[src/rtl/id_hazard_scoreboard.sv]
// Decode-stage issue controller: per-register pending-write scoreboard for RAW/WAW
// hazards, a multi-cycle flush window after redirects, and a saturating stall counter.
module id_hazard_scoreboard #(
    parameter int PEND_W       = 2,
    parameter int FLUSH_CYCLES = 2,
    parameter int WB_BYPASS    = 1
) (
    input  logic        clk,
    input  logic        rst_n,
    input  logic        id_valid,
    input  logic [4:0]  id_rs,
    input  logic [4:0]  id_rt,
    input  logic        id_uses_rs,
    input  logic        id_uses_rt,
    input  logic [4:0]  id_dest,
    input  logic        id_regwrite,
    input  logic        wb_valid,
    input  logic [4:0]  wb_dest,
    input  logic        wb_regwrite,
    input  logic        redirect,
    output logic        stall,
    output logic        issue,
    output logic        flush,
    output logic [31:0] busy_vec,
    output logic [15:0] stall_cycles
);

    localparam logic [PEND_W-1:0] PEND_MAX = '1;
    localparam logic [PEND_W-1:0] PEND_ONE = PEND_W'(1);
    localparam logic              BYPASS   = (WB_BYPASS != 0);
    localparam int                CNT_W    = (FLUSH_CYCLES > 1) ? $clog2(FLUSH_CYCLES) : 1;
    localparam logic [CNT_W-1:0]  CNT_RELOAD = CNT_W'(FLUSH_CYCLES - 1);
    localparam logic [CNT_W-1:0]  CNT_ONE    = CNT_W'(1);

    typedef enum logic {IDLE, FLUSH} state_t;

    state_t            state, state_next;
    logic [CNT_W-1:0]  cnt, cnt_next;
    logic [PEND_W-1:0] pend [32];
    logic [31:0]       inc_vec, dec_vec;
    logic              rs_hit, rt_hit, waw_hit, hazard, flush_i;

    // Register 0 is never tracked, so bit 0 of both vectors stays low.
    always_comb begin
        dec_vec = '0;
        for (int i = 1; i < 32; i++) begin
            dec_vec[i] = wb_valid & wb_regwrite & (wb_dest == 5'(i));
        end
    end

    always_comb begin
        inc_vec = '0;
        for (int i = 1; i < 32; i++) begin
            inc_vec[i] = issue & id_regwrite & (id_dest == 5'(i));
        end
    end

    // With a write-through register file, retiring the last pending write unblocks readers now.
    always_comb begin
        rs_hit  = id_uses_rs && (id_rs != 5'd0) && (pend[id_rs] != '0)
                  && !(BYPASS && (pend[id_rs] == PEND_ONE) && dec_vec[id_rs]);
        rt_hit  = id_uses_rt && (id_rt != 5'd0) && (pend[id_rt] != '0)
                  && !(BYPASS && (pend[id_rt] == PEND_ONE) && dec_vec[id_rt]);
        waw_hit = id_regwrite && (id_dest != 5'd0) && (pend[id_dest] == PEND_MAX)
                  && !dec_vec[id_dest];
        hazard  = rs_hit | rt_hit | waw_hit;
    end

    always_comb begin
        flush_i = rst_n & (redirect | (state == FLUSH));
        flush   = flush_i;
        stall   = rst_n & id_valid & ~flush_i & hazard;
        issue   = rst_n & id_valid & ~flush_i & ~hazard;
    end

    always_comb begin
        busy_vec = '0;
        for (int i = 1; i < 32; i++) begin
            busy_vec[i] = (pend[i] != '0);
        end
    end

    always_comb begin
        state_next = state;
        cnt_next   = cnt;
        case (state)
            IDLE: begin
                if (redirect && (FLUSH_CYCLES > 1)) begin
                    state_next = FLUSH;
                    cnt_next   = CNT_RELOAD;
                end
            end
            FLUSH: begin
                if (redirect) begin
                    cnt_next = CNT_RELOAD;
                end else if (cnt == CNT_ONE) begin
                    state_next = IDLE;
                    cnt_next   = '0;
                end else begin
                    cnt_next = cnt - CNT_ONE;
                end
            end
            default: begin
                state_next = IDLE;
                cnt_next   = '0;
            end
        endcase
    end

    always_ff @(posedge clk or negedge rst_n) begin
        if (!rst_n) begin
            state <= IDLE;
            cnt   <= '0;
        end else begin
            state <= state_next;
            cnt   <= cnt_next;
        end
    end

    // Simultaneous inc and dec cancel; a dec on an empty counter is ignored.
    always_ff @(posedge clk or negedge rst_n) begin
        if (!rst_n) begin
            for (int i = 0; i < 32; i++) begin
                pend[i] <= '0;
            end
        end else begin
            for (int i = 0; i < 32; i++) begin
                if (inc_vec[i] && !dec_vec[i] && (pend[i] != PEND_MAX)) begin
                    pend[i] <= pend[i] + PEND_ONE;
                end else if (dec_vec[i] && !inc_vec[i] && (pend[i] != '0)) begin
                    pend[i] <= pend[i] - PEND_ONE;
                end
            end
        end
    end

    always_ff @(posedge clk or negedge rst_n) begin
        if (!rst_n) begin
            stall_cycles <= '0;
        end else if (stall && (stall_cycles != 16'hFFFF)) begin
            stall_cycles <= stall_cycles + 16'd1;
        end
    end

endmodule

[config.mk]
export PLATFORM = sky130hd
export DESIGN_NAME = id_hazard_scoreboard
export DESIGN_NICKNAME = d
export VERILOG_FILES = /design/src/rtl/id_hazard_scoreboard.sv
export SDC_FILE = /design/constraint.sdc
export NUM_CORES = 1
export LEC_CHECK = 0
export BUFFER_PORTS_ARGS = -buffer_cell sky130_fd_sc_hd__buf_4
export CAP_MARGIN = 25
export CORE_ASPECT_RATIO = 0.5
export CORE_MARGIN = 5
export CORE_UTILIZATION = 33
export CTS_CLUSTER_DIAMETER = 60
export DETAILED_ROUTE_END_ITERATION = 12
export MAX_ROUTING_LAYER = met4
export PLACE_DENSITY = 0.61
export SYNTH_ARGS = -nofsm -noshare
export SYNTH_HDL_FRONTEND = slang
export SYNTH_SLANG_ARGS = --single-unit
[constraint.sdc]
create_clock -name clk -period 3.35 [get_ports clk]
set_input_delay 0.5025 -clock clk [delete_from_list [all_inputs] [get_ports clk]]
set_output_delay 0.5025 -clock clk [all_outputs]
set_load 0.02 [all_outputs]
==> results of run 1 <==
[placed cells by master, fill, tap and decap left out, types with 6 or more instances in the layout]
cell       instances
buf_4            252
nand2_1           79
dfrtp_1           75
nand3_1           61
nor2_1            58
inv_1             46
xnor2_1           36
a21oi_1           35
mux4_2            33
o21ai_0           32
or2_2             29
o211ai_1          19
nand4_1           18
nor3_1            18
a22oi_1           15
buf_6             14
nor2b_1           13
mux2i_1           12
and3_1            11
xor2_1            11
nand2b_1          10
a2bb2oi_1         10
nor4_2             9
and4_1             9
clkbuf_16          9
a41oi_1            8
mux2_2             7
and2_1             7
o311ai_0           7
o2111ai_1          6
or3_1              6
[worst max-delay path by stage]
| stage | startpoint | end | slack (ns) | cells after the start |
|---|---|---|---|---|
| after floorplan | id_dest[0] | stall | -0.04 | 14 |
| after global placement | id_rt[0] | pend[46] | -0.47 | 10 |
| after detailed placement | id_rt[0] | pend[24] | -0.46 | 11 |
| after CTS | pend[21] | issue | -0.20 | 11 |
| after global routing | pend[29] | issue | -0.21 | 12 |
| final | pend[29] | issue | -0.15 | 12 |
[Yosys cell counts (all sizes together), types with 5 or more instances]
library cell / instances
mux2: 8
mux2i: 12
nor2: 60
xor2: 13
buf: 27
a22oi: 19
xnor2: 37
o2111ai: 6
nand3: 61
dfrtp: 80
o31ai: 5
nor3: 21
nand2b: 10
or3: 7
o41ai: 5
o311ai: 9
a21oi: 35
nor2b: 13
nor4: 14
a31oi: 6
nand2: 82
o21ai: 35
or2: 29
mux4: 33
a41oi: 8
nor3b: 7
and2: 8
and4: 14
inv: 47
and3: 13
nand4: 18
o211ai: 19
clkbuf: 26
a2bb2oi: 10
[layout make-up]
type	instances	share of cell area, %
clock buffer	11	2.437
clock inverter	5	0.3895
inverter	47	1.822
multi-input combinational	673	50.06
sequential	80	20.17
tap	300	3.769
timing repair buffer	270	21.36
[routing by layer]
| metal | up-vias | track usage, % |
|---|---|---|
| li1 | 3661 | - |
| met1 | 4083 | 35.18 |
| met2 | 437 | 41.13 |
| met3 | 65 | 6.314 |
| met4 | 0 | 9.030 |
| met5 | - | - |
[report_power, final]
group,internal [mW],switching (mW),leakage (nW),total [mW]
sequential,1.07,0.114,0.964,1.18
clock,0.529,0.461,0.137,0.990
combinational,0.599,0.745,3.05,1.34
total,2.19,1.32,4.15,3.51
[flip-flops by register name (all words and copies together), names as in the netlist]
signal and count:
cnt 1, state 1, stall_cycles 16, pend 62
[through the flow]
stage	util (%)	area, µm²	setup WS (ns)	std cells	hold slack (ns)
floorplan	-	7264	-0.03646	853	0.2069
global placement	43.12	9288	-0.4708	1350	0.2979
detailed placement	43.25	9315	-0.4596	1351	0.2977
CTS	45.54	9809	-0.2018	1382	0.3323
global route	46.24	9958	-0.2059	1386	0.3381
finish	46.24	9958	-0.1495	1386	0.3435
[cells by family (layout without fill, tap and decap cells)]
| kind of cell | after synthesis | in the layout | share of synthesized area (%) |
|---|---|---|---|
| muxes | 53 | 53 | 13.25 |
| adders and majority gates | 1 | 1 | 0.1738 |
| and+or+nand+nor | 376 | 376 | 28.29 |
| xor gates and xnor gates | 50 | 50 | 6.085 |
| other | 1 | 1 | 0.05211 |
| buffers and inverters | 100 | 333 | 5.720 |
| AOI/OAI and AO/OA | 192 | 192 | 18.62 |
| DFF | 80 | 80 | 27.82 |
[worst max-delay path, delay by kind of cell (launching register included)]
family	cells	cell delay (ns)
muxes	2	0.73
and+or+nand+nor	4	0.48
DFF	1	0.42
buffers and inverters	4	0.54
AOI/OAI and AO/OA	2	0.46
[what timing repair did]
item,CTS,global route
pin swaps,7,12
endpoints found under the setup margin,76,49
cloned,1,0
hold endpoints to repair,1,0
hold buffers,1,0
buffers inserted,14,6
gates resized for setup,30,35
==> flow_summary.toml, run 1 <==
[final_layout]
syn_to_final_growth_pct = 38.37
num-fill-cells = 2097
fin_nets = 1111
antenna_cells = 0
seq_area_um2 = 2008
drive_gt1_share_pct = 37.48
multiInputGateArea_um2 = 4985

[timing]
max_freq_mhz = 285.8
setup_viol = 2
final.setup.tns_ns = -0.2376
layout_min_cycle_time_ns = 3.500
tightest_slew_ns = 0.7896
slew_violations = 0
rsz0062_at_grt = "true"
setup_ws_ns = -0.1495
fin_skew_ns = 0.01061
relSlewSlack_pct = 46.92
hold_viol = 0
timing.final.crit_share_pct = 104.5

[pwr]
ir_drop_mv = 0.2677
power_density_nw_per_um2 = 352.8
p_leak_nw = 4.153
power_mw = 3.513

[worst_setup_path]
critPathCaptureType = "output pin"
arrival_ns = 3.00
start_kind = "flop"
criticalPathCategory = "flop to output pin"
reg2reg_depth = 13
reg2reg_setup_slack_ns = 0.03
crit_fanout = 3
rr_startpoint = "pend[29]"
required_ns = 2.85
cp_cell_sequence = "buf_6, mux4_2, mux2_4, a221oi_4, nor4_2, a31oi_2, buf_4, and3_4, nand2_2, buf_6, nor2_4, buf_6"
critPathMaxStageDelay_ns = 0.43
slowest_stage = "mux4_2"
regToRegEndpoint = "pend[20]"
cpMostUsedCell = "buf_6"

[synthesis]
yosysTopAreaCell = "dfrtp_1"
synth_edf_count = 0
syn_nets = 883
synth_cell_types = 72
yosysTopAreaCellShare_pct = 27.82
synth_top_flop_cell = "dfrtp_1"
ys_seq_area_share_pct = 27.82
syn_area_um2 = 7197
async_reset_ff_share_pct = 100.0
yosys_warnings = 0
ys_seq_elements = 80
netlist_instances = 853
avgSynthCellArea_um2 = 8.437
synthTopCellsByArea = "dfrtp_1, mux4_2, xnor2_1"

[hold_path]
min_from = "redirect"
min_path_type = "primary input to flop"
whs_endpoint = "state"
hold_path_depth = 2

[grt]
first_global_vias = 8176
grt_pass1_wl_um = 49270
grt_max_degree = 57
track_usage_pct = 26.80
antenna_found_initial = 0
grt-ovfl-total = 0

[floorplan]
rows = 38
coreArea_um2 = 21540
ios = 80
initial_utilization_pct = 33.41
die_h_um = 114.4
fp.dieW_um = 218.9
dieArea_um2 = 25040

[routing]
drc = 0
met2WireLength_um = 14610
routed_wl_um = 32470
met3_length_um = 3025
maxUsedRoutingLayer = "met4"
dr.pass1.iters = 6
vias_per_cell = 5.949
vias = 8246
wl_met1_um = 13780
drtAntennaViolNets = 0
wl_per_cell_um = 23.43
drt_first_iter_violations = 955

[clock_tree]
tritoncts = "done"
cts_sinks = 80
clock_path_buffers = 2
clkLatencyLatePin_ns = 0.36
cts_made_buffers = 9
clockRootBuffer = "clkbuf_16"
h-tree-depth = 3
path_clk_slew_ns = 0.06

[place]
gp_congestion = 1.019
port-buffer-count = 78
dpl.hpwl_um = 25340

[run]
max_cap_viol_count = 0

[outcome]
violations = "negative setup slack"
outcome = "complete, but fails checks"
(Power assumes the default switching activity.)
==> inputs of run 2 (changes only) <==
- ABC_AREA: unset -> 1
- GPL_TIMING_DRIVEN: unset -> 1
- PLACE_DENSITY: 0.61 -> 0.6
==> flow_summary.toml, run 2 <==
[outcome]
outcome = "completed"

[synthesis]
syn_area_um2 = 8029
yosysTopAreaCell = "dfrtp_1"
syn_nets = 1483
async_reset_ff_share_pct = 100.0
ys_seq_area_share_pct = 24.93
avgSynthCellArea_um2 = 5.526
ys_seq_elements = 80
yosysMostFrequentCell = "nand2_1"
synth_edf_count = 0
yosysTopAreaCellShare_pct = 24.93
synth_cell_types = 35
netlist_instances = 1453
yosys_warnings = 0
synthTopCellsByCount = "nand2_1, nand3_1, nor2_1"
synth_top_flop_cell = "dfrtp_1"
synthTopCellsByArea = "dfrtp_1, nand2_1, nand3_1"

[pwr]
ir_drop_mv = 0.2455
pwr-share-seq_pct = 34.9
power.internal_mw = 2.078
pwr-share-comb_pct = 28.4
p_sw_mw = 1.170
p_leak_nw = 5.016
power_density_nw_per_um2 = 325.2
switching_share_pct = 36.02
clkPwrFrac_pct = 36.7
power_mw = 3.247

[worst_setup_path]
critPathMaxStageDelay_ns = 0.26
slowest_stage = "nor2_1"
start_kind = "primary input"
cp_cell_sequence = "buf_4, inv_1, nor2_1, buf_4, nand2_1, nor2_1, buf_4, nand2_1, nand3_1, nand2_1, nand3_1, nand3_1, nand3_1, nand3_1, nor3_4, buf_4, buf_4"
crit_fanout = 12
required_ns = 2.85
critPathCaptureType = "output pin"
reg2reg_depth = 18
reg2reg_setup_slack_ns = 0.58
arrival_ns = 2.70
criticalPathCategory = "primary input to output pin"

[clock_tree]
cts_made_buffers = 9
cts_sinks = 80
h-tree-depth = 3
post_cts_buffers = 0
clock_path_buffers = 2
clkLatencyLatePin_ns = 0.38
clockRootBuffer = "clkbuf_16"
path_clk_slew_ns = 0.06
tritoncts = "done"

[routing]
vias = 10235
drc = 0
drt_first_iter_violations = 1198
drtAntennaViolNets = 0
vias_per_cell = 5.373
routed_wl_um = 35890
wl_per_cell_um = 18.84
dr.pass1.iters = 6

[floorplan]
dieArea_um2 = 27740
coreArea_um2 = 23970
initial_utilization_pct = 33.49
die_h_um = 120.3
rows = 40
fp.dieW_um = 230.6
ios = 80

[final_layout]
final_cell_mix = "nand2_1, nand3_1, buf_4, inv_1, nor2_1"
top_regs = "pend (62), stall_cycles (16)"
drive_gt1_share_pct = 14.34
fin_util_pct = 41.66
antenna_cells = 0
top_register = "pend"
final_common_cell = "nand2_1"
largest_reg_flops = 62
fin_nets = 1615
syn_to_final_growth_pct = 24.39

[timing]
fin_skew_ns = 0.008190
timing.final.crit_share_pct = 95.57
tightest_slew_ns = 0.6392
setup_viol = 0
hold_viol = 0
slew_violations = 0
relSlewSlack_pct = 57.34
layout_min_cycle_time_ns = 3.202
max_freq_mhz = 312.3

[hold_path]
min_path_type = "primary input to flop"
hold_path_depth = 3

[grt]
grt-ovfl-total = 0
antenna_found_initial = 0
track_usage_pct = 26.46
grt_pass1_wl_um = 55320
first_global_vias = 9436
grt_max_degree = 73

[place]
port-buffer-count = 78
dpl.hpwl_um = 28250
gp_congestion = 1.068

[run]
max_cap_viol_count = 0
==> run 2: power groups by stage <==
stage          clock network (mW)  registers [mW]  logic, mW
4_1_cts                      1.23            1.13      0.897
2_1_floorplan                   0            1.13      0.486
6_report                     1.19            1.13      0.922
3_5_place_dp                    0            1.15      0.895
3_3_place_gp                    0            1.15      0.895
5_1_grt                      1.25            1.14       1.00
==> run 2: stage by stage <==
step	instances	setup TNS, ns	cell area, µm²	hold WS (ns)	setup slack, ns
after CTS	1904	0	9903	0.3077	0.1234
final	1905	0	9987	0.3252	0.1482
after detailed placement	1887	0	9549	0.3487	0.07796
after floorplan	1453	0	8029	0.2069	0.4410
after global placement	1887	0	9549	0.3478	0.04363
after global routing	1905	-0.004449	9987	0.3263	-0.004449
==> run 2: worst max-delay path: cells and delay by family <==
kind / cells / cell delay (ns)
and+or+nand+nor: 11 / 1.29
buffers and inverters: 6 / 0.89
==> run 2: cell families after synthesis <==
| family | count (synthesis) | synth area share (%) |
|---|---|---|
| AOI/OAI and AO/OA | 146 | 10.19 |
| xor gates and xnor gates | 15 | 1.636 |
| adders and majority gates | 1 | 0.1558 |
| buffers and inverters | 228 | 11.14 |
| DFF | 80 | 24.93 |
| other | 1 | 0.04671 |
| and+or+nand+nor | 982 | 51.89 |
==> run 2: cell type report <==
type	count	area, µm²
Fill cell	2651	13990
Tap cell	315	394.1
Inverter	169	634.4
Clock inverter	6	115.1
Sequential cell	80	2002
Timing Repair Buffer	180	1428
Clock buffer	10	229.0
Multi-Input combinational cell	1145	5185
==> run 2: what timing repair did <==
action / 4_1_cts / 5_1_grt
setup endpoints to repair: 0 / 2
resized for setup: 0 / 19
hold buffers: 1 / 0
hold endpoints to repair: 8 / 0
==> run 2: per-layer routing <==
metal  vias up  global-route usage (%)  part of all wire, %
li1       4955                       -                    -
met1      4704                   36.36                   45
met2       502                   38.00                   41
met3        74                   7.719                   11
met4         0                   7.311                  2.6
met5         -                       -                    0
==> run 2: path summary, 6_finish.rpt <==
| path | from | to |
|---|---|---|
| worst max register to register | pend[34] | stall_cycles[10] |
| min in group asynchronous | rst_n | stall_cycles[8] |
| worst min-delay path | redirect | state |
| worst max-delay path | wb_dest[1] | issue |
| max in group asynchronous | rst_n | pend[37] |
| worst min register to register | pend[43] | pend[43] |
